[src/rtl/ex_mem_stage.sv]
// ex_mem_stage: EX/MEM pipeline register with valid/ready handshake.
// Entries carry the ALU result, store data, destination register and
// control bits. A misaligned-access flag is computed as each entry is taken.
// Optional feature macro: EX_MEM_SKID_EN
//   defined   -> 2-entry skid buffer, in_ready fully registered
//   undefined -> single register, in_ready = !out_valid || out_ready
// Reset is synchronous and active-low.

module ex_mem_stage #(
    parameter int XLEN = 64
) (
    input  logic            clk,
    input  logic            rst_n,
    input  logic            flush,
    input  logic            in_valid,
    output logic            in_ready,
    input  logic [XLEN-1:0] ALUResult,
    input  logic [XLEN-1:0] store_data,
    input  logic [4:0]      rd,
    input  logic            RegWrite,
    input  logic            MemRead,
    input  logic            MemWrite,
    input  logic            MemToReg,
    input  logic [2:0]      funct3,
    output logic            out_valid,
    input  logic            out_ready,
    output logic [XLEN-1:0] out_ALUResult,
    output logic [XLEN-1:0] out_store_data,
    output logic [4:0]      out_rd,
    output logic            out_RegWrite,
    output logic            out_MemRead,
    output logic            out_MemWrite,
    output logic            out_MemToReg,
    output logic [2:0]      out_funct3,
    output logic            out_misaligned
);

    typedef struct packed {
        logic [XLEN-1:0] alu;
        logic [XLEN-1:0] sdata;
        logic [4:0]      rd;
        logic            reg_write;
        logic            mem_read;
        logic            mem_write;
        logic            mem_to_reg;
        logic [2:0]      funct3;
        logic            misaligned;
    } entry_t;

    logic [1:0] r_count;      // entries held: 0..2 (skid) or 0..1
    entry_t     r_head;       // entry presented on the out_* ports
    logic       r_rdy;        // low during reset, and when full in skid mode
    logic [1:0] w_count_nxt;
    entry_t     w_head_nxt;
    entry_t     w_in;
    logic       w_misaligned;
    logic       w_valid;
    logic       w_push;
    logic       w_pop;

`ifdef EX_MEM_SKID_EN
    entry_t     r_skid;       // second entry, only meaningful when r_count == 2
    entry_t     w_skid_nxt;
`endif

    // Alignment check on the incoming access; byte accesses never misalign.
    // NOTE: every variable written in always_comb gets a default first, so no
    // path leaves it unassigned and no latch is inferred.
    always_comb begin
        w_misaligned = 1'b0;
        if (MemRead || MemWrite) begin
            case (funct3[1:0])
                2'b01:   w_misaligned = ALUResult[0];
                2'b10:   w_misaligned = |ALUResult[1:0];
                2'b11:   w_misaligned = |ALUResult[2:0];
                default: w_misaligned = 1'b0;
            endcase
        end
    end

    // Incoming entry as it will be stored; writes to x0 are suppressed here.
    always_comb begin
        w_in            = '0;
        w_in.alu        = ALUResult;
        w_in.sdata      = store_data;
        w_in.rd         = rd;
        w_in.reg_write  = RegWrite && (rd != 5'd0);
        w_in.mem_read   = MemRead;
        w_in.mem_write  = MemWrite;
        w_in.mem_to_reg = MemToReg;
        w_in.funct3     = funct3;
        w_in.misaligned = w_misaligned;
    end

    assign w_valid = (r_count != 2'd0);
    assign w_push  = in_valid && in_ready;
    assign w_pop   = w_valid && out_ready;

`ifdef EX_MEM_SKID_EN
    assign in_ready = r_rdy;
`else
    assign in_ready = r_rdy && (!w_valid || out_ready);
`endif

    // Next occupancy and entry contents; flush wins over accept and deliver.
    always_comb begin
        w_count_nxt = r_count;
        w_head_nxt  = r_head;
`ifdef EX_MEM_SKID_EN
        w_skid_nxt  = r_skid;
`endif
        if (flush) begin
            w_count_nxt = 2'd0;
        end else begin
            case ({w_push, w_pop})
                2'b10: begin
`ifdef EX_MEM_SKID_EN
                    if (r_count == 2'd0) begin
                        w_head_nxt  = w_in;
                        w_count_nxt = 2'd1;
                    end else begin
                        w_skid_nxt  = w_in;
                        w_count_nxt = 2'd2;
                    end
`else
                    w_head_nxt  = w_in;
                    w_count_nxt = 2'd1;
`endif
                end
                2'b01: begin
`ifdef EX_MEM_SKID_EN
                    if (r_count == 2'd2) begin
                        w_head_nxt  = r_skid;
                        w_count_nxt = 2'd1;
                    end else begin
                        w_count_nxt = 2'd0;
                    end
`else
                    w_count_nxt = 2'd0;
`endif
                end
                // Simultaneous accept and deliver only happens with one entry
                // held, so the new entry replaces the head and occupancy stays.
                2'b11: w_head_nxt = w_in;
                default: ;
            endcase
        end
    end

    // Occupancy, head entry and ready flag registers with synchronous reset.
    // NOTE: sequential state uses non-blocking assignments so every register
    // samples the pre-edge values regardless of statement order.
    always_ff @(posedge clk) begin
        if (!rst_n) begin
            r_count <= 2'd0;
            r_head  <= '0;
            r_rdy   <= 1'b0;
        end else begin
            r_count <= w_count_nxt;
            r_head  <= w_head_nxt;
`ifdef EX_MEM_SKID_EN
            r_rdy   <= (w_count_nxt != 2'd2);
`else
            r_rdy   <= 1'b1;
`endif
        end
    end

`ifdef EX_MEM_SKID_EN
    // Skid entry storage.
    // NOTE: this data register is deliberately not reset; it is only read
    // when r_count == 2, and r_count itself is reset.
    always_ff @(posedge clk) begin
        r_skid <= w_skid_nxt;
    end
`endif

    assign out_valid      = w_valid;
    assign out_ALUResult  = r_head.alu;
    assign out_store_data = r_head.sdata;
    assign out_rd         = r_head.rd;
    assign out_RegWrite   = r_head.reg_write;
    assign out_MemRead    = r_head.mem_read;
    assign out_MemWrite   = r_head.mem_write;
    assign out_MemToReg   = r_head.mem_to_reg;
    assign out_funct3     = r_head.funct3;
    assign out_misaligned = r_head.misaligned;

endmodule

[config.mk]
export PLATFORM = sky130hd
export DESIGN_NAME = ex_mem_stage
export DESIGN_NICKNAME = d
export VERILOG_FILES = /design/src/rtl/ex_mem_stage.sv
export SDC_FILE = /design/constraint.sdc
export NUM_CORES = 1
export LEC_CHECK = 0
export CAP_MARGIN = 20
export CORE_MARGIN = 2
export CORE_UTILIZATION = 42
export CTS_BUF_LIST = sky130_fd_sc_hd__clkbuf_4 sky130_fd_sc_hd__clkbuf_8 sky130_fd_sc_hd__clkbuf_16
export CTS_CLUSTER_SIZE = 20
export DETAILED_ROUTE_END_ITERATION = 8
export PLACE_DENSITY = 0.85
export SKIP_LAST_GASP = 1
export SLEW_MARGIN = 20
export SYNTH_ARGS = -nofsm -noshare
export SYNTH_HDL_FRONTEND = slang
export SYNTH_SLANG_ARGS = --single-unit
[constraint.sdc]
create_clock -name clk -period 4.14 [get_ports clk]
set_input_delay 0.621 -clock clk [delete_from_list [all_inputs] [get_ports clk]]
set_output_delay 0.621 -clock clk [all_outputs]
set_load 0.03 [all_outputs]
# Yosys cells after proc, flatten, opt, wreduce, memory -nomap -nowiden
# Cells that the tools add are included.
[totals] input_bits=145 regBits=144 elab_cells=38 out_inout_bits=143
[op_classes] eq_ne=6 bitwise=2 muxes=4 n_reduce_logical=15
[op_table] cell="equality test 2 bit (second input constant)" count=4
[op_table] cell="OR reduction 2 bit" count=3
[op_table] cell="nonzero test 5 bit" count=1
[op_table] cell="equality test 2 x 1 -> 1 bit (second input constant)" count=2
[op_table] cell="logical AND 1 bit" count=4
[op_table] cell="case mux 2 bit (2 select lines)" count=1
[op_table] cell="nonzero test 2 bit" count=2
[op_table] cell="case mux 1 bit (3 select lines)" count=1
[op_table] cell="OR reduction 3 bit" count=1
[op_table] cell="logical OR 1 bit" count=2
[op_table] cell="two-way mux 1 bit" count=2
[op_table] cell="inverter 1 bit" count=2
[op_table] cell="AND reduction 2 bit" count=1
[op_table] cell="zero test 1 bit" count=1

# Depth between registers and ports, before layout
[depth] word_depth=8 ltp_mapped=10

# Worst setup path before layout
# Ideal clock, no wire load.
[synth_path] kind="input-to-reg" start="input port out_ready" end="register r_head, in the netlist out_RegWrite" path_buffers=3 t_arrival_ps=2567 stages=10 path_slack_ps=1513 required_time_ps=4080 setup_ps=60 cell_sequence="inv_1 > a21boi_0 > and2_1 > ha_1 > o21ba_2 > buf_4 > buf_6 > buf_6 > o2111ai_1 > nand2_1"
[synth_between] elab_chain_len=6 word_cells_on_any_way=8
[synth_lines] element="start: declaration" line_no="26" rtl="input logic out_ready,"
[synth_lines] element="logical OR 1 bit *" line_no="102" rtl="assign in_ready = r_rdy && (!w_valid || out_ready);"
[synth_lines] element="logical AND 1 bit *" line_no="102"
[synth_lines] element="via in_ready" line_no="16" rtl="output logic in_ready,"
[synth_lines] element="logical AND 1 bit *" line_no="96" rtl="assign w_push = in_valid && in_ready;"
[synth_lines] element="equality test 2 bit" line_no="115" rtl="case ({w_push, w_pop})"
[synth_lines] element="OR reduction 2 bit (no source line) *"
[synth_lines] element="AND reduction 2 bit (no source line) *"
[synth_lines] element="end signal: assignment" line_no="160" rtl="r_head <= w_head_nxt;"
[synth_lines] element="end: declaration" line_no="51" rtl="entry_t r_head;"
# The timed path passes the listed nets; every way through them passes the cells marked *.
# A chain may end at the register's enable or synchronous reset.

# Worst setup path in the final report
[layout_path] start="input port out_ready" end="output port in_ready"
[layout_between] elab_chain_len=2
[layout_lines] element="logical OR 1 bit" line_no="102"
[layout_lines] element="logical AND 1 bit" line_no="102"
[layout_lines] element="end: declaration" line_no="16"
# No other way between the ends.

==> impl_metrics.csv <==
group,metric,value,unit
logic_synthesis,avgSynthCellArea,8.57,um2
place,gp_congestion,0.787,
sta,max_clock_freq,354,MHz
clock_tree,cts_made_buffers,17,
status,status,"finished clean",
floorplanning,die-height,117,um
route,drt_first_pass_iters,4,
logic_synthesis,yosys_warnings,0,
route,drtAntennaViolNets,0,
clock_tree,clk_latency,0.41,ns
sta,clock_skew,0.00741,ns
global_routing,overflow,0,
power_and_ir_drop,vdd_drop_max,0.258,mV
worst_hold_path,hold_class,"register to register",
clock_tree,cts_tree,"done",
global_routing,grt_use_total,0.227,
route,vias,5130,
clock_tree,clk_pin_slew,0.06,ns
floorplanning,start_util,0.429,
global_routing,grt_max_degree,116,
route,viasPerCell,4.75,
floorplanning,die_width,117,um
sta,slew_violations,0,
route,post-route-drc-count,0,
route,wirelength,15700,um
route,wl_per_cell,14.6,um
route,dr.first_iter.drc_count,321,
sta,rsz0062_at_grt,"no",
final_layout,fin_area,8940,um2
setup_path,required,3.52,ns
logic_synthesis,yosysUniqueCellTypes,23,
clock_tree,cts.repair.resized,0,
power_and_ir_drop,p_leak,0.00319,uW
final_layout,num-fill-cells,929,
logic_synthesis,synth.area.top_cells,"dfxtp_1, nand2_1, a21boi_1",
place,placed_area,8300,um2
place,hpwl,10600,um
setup_path,critPathKind,"primary input to output port",
global_routing,antenna_found_initial,0,
final_layout,drive_gt1_frac,0.0441,
power_and_ir_drop,cellPowerDensity,397,nW/um2
sta,timing.slew.headroom,0.339,
clock_tree,cts_sinks,143,
setup_path,critPathLaunchType,"primary input",
final_layout,fin_nets,1043,
sta,min_period,2.82,ns
place,portBuffers,287,
clock_tree,root_buffer,"clkbuf_16",
global_routing,grt_pass1_wl,25200,um
setup_path,end_kind,"output port",
sta,worst_slew_pin_slew,0.991,ns
floorplanning,core,12600,um2
logic_synthesis,syn_area,5400,um2
logic_synthesis,ys_seq_area_frac,0.530,
clock_tree,post_cts_buffers,0,
floorplanning,die_area,13800,um2
sta,setup_viol,0,
final_layout,syn_to_final_growth,65.8,%
flow_run,maxCapViolations,0,
setup_path,cp_max_fo,3,
logic_synthesis,synth_nets,778,
final_layout,antenna_cells,0,
logic_synthesis,synth.largest_area_cell,"dfxtp_1",
global_routing,grt_pass1_vias,4970,
logic_synthesis,netlist.area_leader.share,0.530,
clock_tree,cts.path.max_buffers,2,
sta,finalSetupTns,0,ns
logic_synthesis,synth.ff_latch_count,143,
logic_synthesis,netlist_instances,630,
floorplanning,ios,288,
clock_tree,holdBufCountCts,0,
floorplanning,rows,41,
sta,timing.final.crit_share,0.682,
setup_path,crit_arrival,2.20,ns
clock_tree,htree_levels,4,
sta,hold_violations,0,
==> cells in the final DEF, fill, tap and decap left out, types with 3 or more instances in the layout <==
cell type | synthesis | routed
buf_12 | 0 | 4
bufinv_16 | 0 | 3
dfxtp_1 | 143 | 143
inv_1 | 3 | 3
a21boi_1 | 79 | 79
clkbuf_16 | 0 | 17
ha_1 | 3 | 3
a21boi_0 | 61 | 61
clkbuf_8 | 0 | 6
nand2_1 | 281 | 281
clkdlybuf4s50_1 | 0 | 286
==> critical path, stage by stage <==
cell and delay (ns):
clkdlybuf4s50_1 0.47, inv_1 0.05, a21boi_0 0.29, clkdlybuf4s50_1 0.77
==> layout make-up <==
| class | count | area, um2 | share of cell area |
|---|---|---|---|
| Clock inverter | 8 | 125 | 0.0140 |
| Inverter | 3 | 11.3 | 0.00126 |
| Timing Repair Buffer | 292 | 2960 | 0.331 |
| Multi-Input combinational cell | 438 | 2260 | 0.252 |
| Clock buffer | 24 | 515 | 0.0576 |
| Tap cell | 172 | 215 | 0.0241 |
| Sequential cell | 143 | 2860 | 0.320 |
==> synthesized netlist by cell type <==
cell / instances
nand2_1: 281
dfxtp_1: 143
a21boi_1: 79
a21boi_0: 61
buf_2: 16
clkbuf_1: 16
buf_6: 9
buf_4: 5
ha_1: 3
inv_1: 3
a21oi_1: 2
and2_1: 1
nand3_1: 1
nor2_1: 1
nor3b_1: 1
o2111a_1: 1
o2111ai_1: 1
o211ai_1: 1
o21ai_0: 1
o21ba_2: 1
o21bai_2: 1
or3_1: 1
or4_1: 1
==> per-stage QoR <==
step | util | std cells | setup WS (ns) | hold WS (ns) | total power, uW
3_3_place_gp | 0.661 | 1048 | 1.11 | 0.440 | 1960
5_1_grt | 0.712 | 1080 | 1.16 | 0.469 | 3680
4_1_cts | 0.712 | 1080 | 1.31 | 0.453 | 3580
2_1_floorplan | - | 630 | 1.51 | 0.579 | 1700
6_report | 0.712 | 1080 | 1.32 | 0.450 | 3550
3_5_place_dp | 0.661 | 1048 | 0.958 | 0.444 | 1960
==> state kept, by name, indices dropped and copies added, names as in the netlist, 3 cells and up <==
signal,count
out_ALUResult,64
out_funct3,3
out_rd,5
out_store_data,64
==> metal layers <==
metal / wire length (um) / global-route usage / part of all wire / up-vias
li1: - / - / - / 2553
met1: 6190 / 0.246 / 0.39 / 2364
met2: 7830 / 0.401 / 0.50 / 194
met3: 1390 / 0.0929 / 0.088 / 19
met4: 306 / 0.0798 / 0.019 / 0
met5: 0 / 0 / 0 / -
==> kinds of logic (layout without fill, tap and decap cells) <==
family	count (synthesis)	after routing	synth area share
AND/OR/NAND/NOR	287	287	0.202
AO/OA/AOI/OAI	148	148	0.207
flip-flops	143	143	0.530
buffers and inverters	49	327	0.0538
adder cells (fa/ha/maj)	3	3	0.00696
==> worst paths after layout <==
kind / start / end / slack [ns] / cells past startpoint
min reg2reg: out_store_data[51] / out_store_data[51] / 0.45 / 2
min: out_store_data[51] / out_store_data[51] / 0.45 / 2
max: out_ready / in_ready / 1.32 / 4
max reg2reg: r_count[0] / out_ALUResult[47] / 1.82 / 7
==> power breakdown <==
part	switching (uW)	internal, uW
combinational	229	254
clock	565	1050
sequential	23.6	1430
No activity file was read; power rests on OpenSTA's default activity.
